## src/rtl/tdm_demux4.sv

```systemverilog
// Receive-side demultiplexer for a 4-channel TDM link: recovers slot alignment
// from the slot-0 sync strobe and presents each complete frame as registered parallel words.
module tdm_demux4 #(
  parameter int unsigned WIDTH = 1
) (
  input  logic             clk,
  input  logic             rst,
  input  logic [WIDTH-1:0] in_data,
  input  logic             sync,
  output logic [WIDTH-1:0] out0,
  output logic [WIDTH-1:0] out1,
  output logic [WIDTH-1:0] out2,
  output logic [WIDTH-1:0] out3,
  output logic             valid,
  output logic [1:0]       slot,
  output logic             locked,
  output logic             sync_err
);

  typedef enum logic {HUNT, LOCKED} state_t;

  state_t           state_q, state_d;
  logic [1:0]       slot_q, slot_d;
  logic [WIDTH-1:0] shadow0_q, shadow0_d;
  logic [WIDTH-1:0] shadow1_q, shadow1_d;
  logic [WIDTH-1:0] shadow2_q, shadow2_d;
  logic [WIDTH-1:0] out0_q, out0_d;
  logic [WIDTH-1:0] out1_q, out1_d;
  logic [WIDTH-1:0] out2_q, out2_d;
  logic [WIDTH-1:0] out3_q, out3_d;
  logic             valid_q, valid_d;
  logic             sync_err_q, sync_err_d;

  always_comb begin
    state_d    = state_q;
    slot_d     = slot_q;
    shadow0_d  = shadow0_q;
    shadow1_d  = shadow1_q;
    shadow2_d  = shadow2_q;
    out0_d     = out0_q;
    out1_d     = out1_q;
    out2_d     = out2_q;
    out3_d     = out3_q;
    valid_d    = 1'b0;
    sync_err_d = 1'b0;

    unique case (state_q)
      HUNT: begin
        if (sync) begin
          shadow0_d = in_data;
          slot_d    = 2'd1;
          state_d   = LOCKED;
        end else begin
          slot_d = 2'd0;
        end
      end

      LOCKED: begin
        if (sync && (slot_q != 2'd0)) begin
          // Realign: this word becomes slot 0, the partial frame is dropped.
          shadow0_d  = in_data;
          slot_d     = 2'd1;
          sync_err_d = 1'b1;
        end else begin
          slot_d = slot_q + 2'd1;
          unique case (slot_q)
            2'd0: shadow0_d = in_data;
            2'd1: shadow1_d = in_data;
            2'd2: shadow2_d = in_data;
            2'd3: begin
              out0_d  = shadow0_q;
              out1_d  = shadow1_q;
              out2_d  = shadow2_q;
              out3_d  = in_data;
              valid_d = 1'b1;
            end
            default: ;
          endcase
        end
      end

      default: state_d = HUNT;
    endcase
  end

  always_ff @(posedge clk or posedge rst) begin
    if (rst) begin
      state_q    <= HUNT;
      slot_q     <= '0;
      shadow0_q  <= '0;
      shadow1_q  <= '0;
      shadow2_q  <= '0;
      out0_q     <= '0;
      out1_q     <= '0;
      out2_q     <= '0;
      out3_q     <= '0;
      valid_q    <= 1'b0;
      sync_err_q <= 1'b0;
    end else begin
      state_q    <= state_d;
      slot_q     <= slot_d;
      shadow0_q  <= shadow0_d;
      shadow1_q  <= shadow1_d;
      shadow2_q  <= shadow2_d;
      out0_q     <= out0_d;
      out1_q     <= out1_d;
      out2_q     <= out2_d;
      out3_q     <= out3_d;
      valid_q    <= valid_d;
      sync_err_q <= sync_err_d;
    end
  end

  assign out0     = out0_q;
  assign out1     = out1_q;
  assign out2     = out2_q;
  assign out3     = out3_q;
  assign valid    = valid_q;
  assign slot     = slot_q;
  assign locked   = (state_q == LOCKED);
  assign sync_err = sync_err_q;

endmodule
```

## config.mk

```make
export PLATFORM = sky130hd
export DESIGN_NAME = tdm_demux4
export DESIGN_NICKNAME = d
export VERILOG_FILES = /design/src/rtl/tdm_demux4.sv
export SDC_FILE = /design/constraint.sdc
export NUM_CORES = 1
export LEC_CHECK = 0
export BUFFER_PORTS_ARGS = -buffer_cell sky130_fd_sc_hd__buf_4
export CAP_MARGIN = 5
export CORE_AREA = 5 5 42 44
export CTS_CLUSTER_SIZE = 16
export DETAILED_ROUTE_END_ITERATION = 7
export DIE_AREA = 0 0 47 49
export MAX_ROUTING_LAYER = met4
export SLEW_MARGIN = 20
export SYNTH_ARGS = -nofsm -noshare
export SYNTH_HDL_FRONTEND = slang
export SYNTH_SLANG_ARGS = --single-unit
```

## constraint.sdc

```tcl
create_clock -name clk -period 2.2 [get_ports clk]
set_clock_uncertainty 0.15 [all_clocks]
set_input_delay 0.44 -clock clk [delete_from_list [all_inputs] [get_ports clk]]
set_output_delay 0.44 -clock clk [all_outputs]
set_load 0.05 [all_outputs]
```

==> summary.txt <==
Run status
  – Status: finished clean

Global route
  – Pin count of the biggest net entering global routing: 13
  – Gr busiest metal: met1
  – GR Util All Layers: 0.0849
  – Met1 Usage GRT: 0.106
  – Initial antenna violation count: 0
  – First-pass GRT wire length: roughly 1.3 mm
  – Grt total ovfl: 0
  – Met2 Use GR: 0.104
  – Vias in the first global route: 306
  – Grt met3 use: 0.0554

Route
  – Antenna Nets Post-Route: 0
  – Routed Wire Length: between 800 and 900 um
  – DRC: 0
  – Via count: 320
  – Pre-antenna DRT Iters: 2
  – Wire per inst: ~12 um
  – Initial drt markers: 1
  – Avg Vias per Cell: about 4.6

Synth
  – Sequential share of the synthesized area: 0.557
  – YS warnings: 0
  – Mapped Cells: 39
  – Net Count, Synth: 47
  – Synth cell types: 15
  – Synth Area per Inst: about 14 um^2
  – Netlist Area Pre-Place: 539 um^2
  – Flops & latches, synth: 12

Pwr
  – Max VDD drop: approximately 590 uV
  – Lkg Pwr: between 0.3 and 0.4 nW
  – Power Density: between 1500 and 2000 nW/um^2

Timing
  – Unrepaired setup endpoints after global routing: no
  – Final setup viols: 0
  – Slew margin rel.: 0.701
  – Post-route setup slack: 544 ps
  – Pins Over Slew Limit: 0
  – FMAX: approximately 600 MHz
  – Final hold violation count: 0
  – Measured slew at the worst slew-check pin: 448 ps
  – Setup TNS: 0 ps
  – Tcrit/Tclk final: 0.753
  – Tmin final: between 1500 and 2000 ps

Clocking
  – CTS tree: yes
  – Post-CTS sizing: 0
  – Hold Buf Count CTS: 0
  – Root Driver: clkbuf_4
  – Worst skew pair latency: approximately 260 ps
  – Worst-path clk slew: 70 ps
  – Number of CTS-inserted buffers: 3
  – Clk sinks: 12
  – CTS max path bufs: 2
  – Setup Fix Bufs, Post-CTS: 0
  – H-tree depth: 1

Job
  – Maxcap violations: 0

Worst setup path
  – Worst Path Max Fanout: 5
  – R2r endpoint: out0
  – R2R setup slack: between 500 and 600 ps
  – Worst setup EP type: register
  – Worst EP arrival: 1660 ps
  – Worst R2R Start: slot[0]
  – Crit Path Category: reg -> reg
  – Worst Path Required: between 2000 and 2500 ps
  – Worst R2R Path Depth: 5
  – Startpoint Class: register

Finish
  – Diodes inserted: 0
  – Max FFs per register: 2
  – Seq. cell area: between 300 and 400 um^2
  – Final net count: 63
  – Area grow syn2layout: 22.5%
  – Finished Layout Cells: 69
  – Fraction of layout cells with a size suffix above 1: 0.396
  – Finished Core Util: 0.471
  – # fillers: 130
  – Multi-input logic area: between 200 and 250 um^2
  – Most frequent cells in the layout: 12 x buf_4, 12 x dfrtp_1, 4 x mux2_4, 4 x inv_1, 4 x ha_1

Floorplan
  – Die Footprint: 2300 um^2
  – Core Rows: 14
  – Initial core utilization: 0.385
  – Width of the die: about 47 um
  – Core box area: 1400 um^2
  – IO Pins: 13
  – Die span in y: slightly below 50 um

Placement
  – Dpl cells: 66
  – DPL Wire Length: about 630 um
  – DP Worst Slack: about 550 ps
  – Routability Congestion: 0.860
  – IO buf count: 12

Min path
  – HP Class: in -> async
## cell type report
cell class,count,share of cell area
clock buffers,3,0.0341
inverters,4,0.0227
multi-input cells,22,0.322
flip-flops and latches,12,0.455
well taps,16,0.0303
repair buffers,12,0.136
## Yosys cell counts
| cell type | count | share of area |
|---|---|---|
| a21oi_1 | 1 | 0.0093 |
| and3_1 | 1 | 0.012 |
| and3_4 | 1 | 0.021 |
| buf_6 | 1 | 0.021 |
| dfrtp_1 | 12 | 0.56 |
| ha_1 | 4 | 0.093 |
| inv_1 | 4 | 0.028 |
| mux2_1 | 3 | 0.063 |
| mux2_4 | 4 | 0.11 |
| nand2_1 | 2 | 0.014 |
| nand2b_4 | 1 | 0.026 |
| nand3_1 | 2 | 0.019 |
| nor2_1 | 1 | 0.0070 |
| o21ai_1 | 1 | 0.0093 |
| or2_1 | 1 | 0.012 |
## report_power, final
part	total (W)	internal [W]	switching, W
combinational	0.000563	0.000223	0.000341
clock	0.000127	0.0000632	0.0000636
sequential	0.000363	0.000310	0.0000531
## stage by stage
stage	instance area (um^2)	power [W]	hold WS, ps
6_report	661	0.00105	27.6
5_1_grt	661	0.00111	60.4
2_1_floorplan	539	0.000795	155
3_3_place_gp	638	0.000937	327
3_5_place_dp	638	0.000938	334
4_1_cts	661	0.00107	41.6
## worst max path at each step
stage / startpoint / to / slack [ps] / depth (start not counted)
5_1_grt: slot[0] / out0 / 490 / 5
3_5_place_dp: slot[0] / out0 / 550 / 5
3_3_place_gp: slot[1] / out1 / 560 / 5
4_1_cts: slot[0] / out0 / 540 / 5
6_report: slot[0] / out0 / 540 / 5
2_1_floorplan: slot[0] / out0 / 180 / 6
## worst max-delay path, cell delays in order, from the launching register on
cell,delay (ps)
dfrtp_1,420
inv_1,90
ha_1,180
nand2b_4,150
and3_4,240
mux2_4,300
## cells by family (layout without fill, tap and decap cells)
| family | Yosys count | count (layout) | synth area share |
|---|---|---|---|
| buffers and inverters | 5 | 19 | 0.0487 |
| AO/OA/AOI/OAI | 2 | 2 | 0.0185 |
| flip-flops | 12 | 12 | 0.557 |
| multiplexers | 7 | 7 | 0.174 |
| adder cells (fa/ha/maj) | 4 | 4 | 0.0928 |
| AND/OR/NAND/NOR | 9 | 9 | 0.109 |
## per-layer routing
| metal | up-vias | share of wire |
|---|---|---|
| li1 | 159 | - |
| met1 | 149 | 0.45 |
| met2 | 10 | 0.46 |
| met3 | 2 | 0.081 |
| met4 | 0 | 0.0074 |
| met5 | - | 0 |
Power figures use the tool's default switching activity.
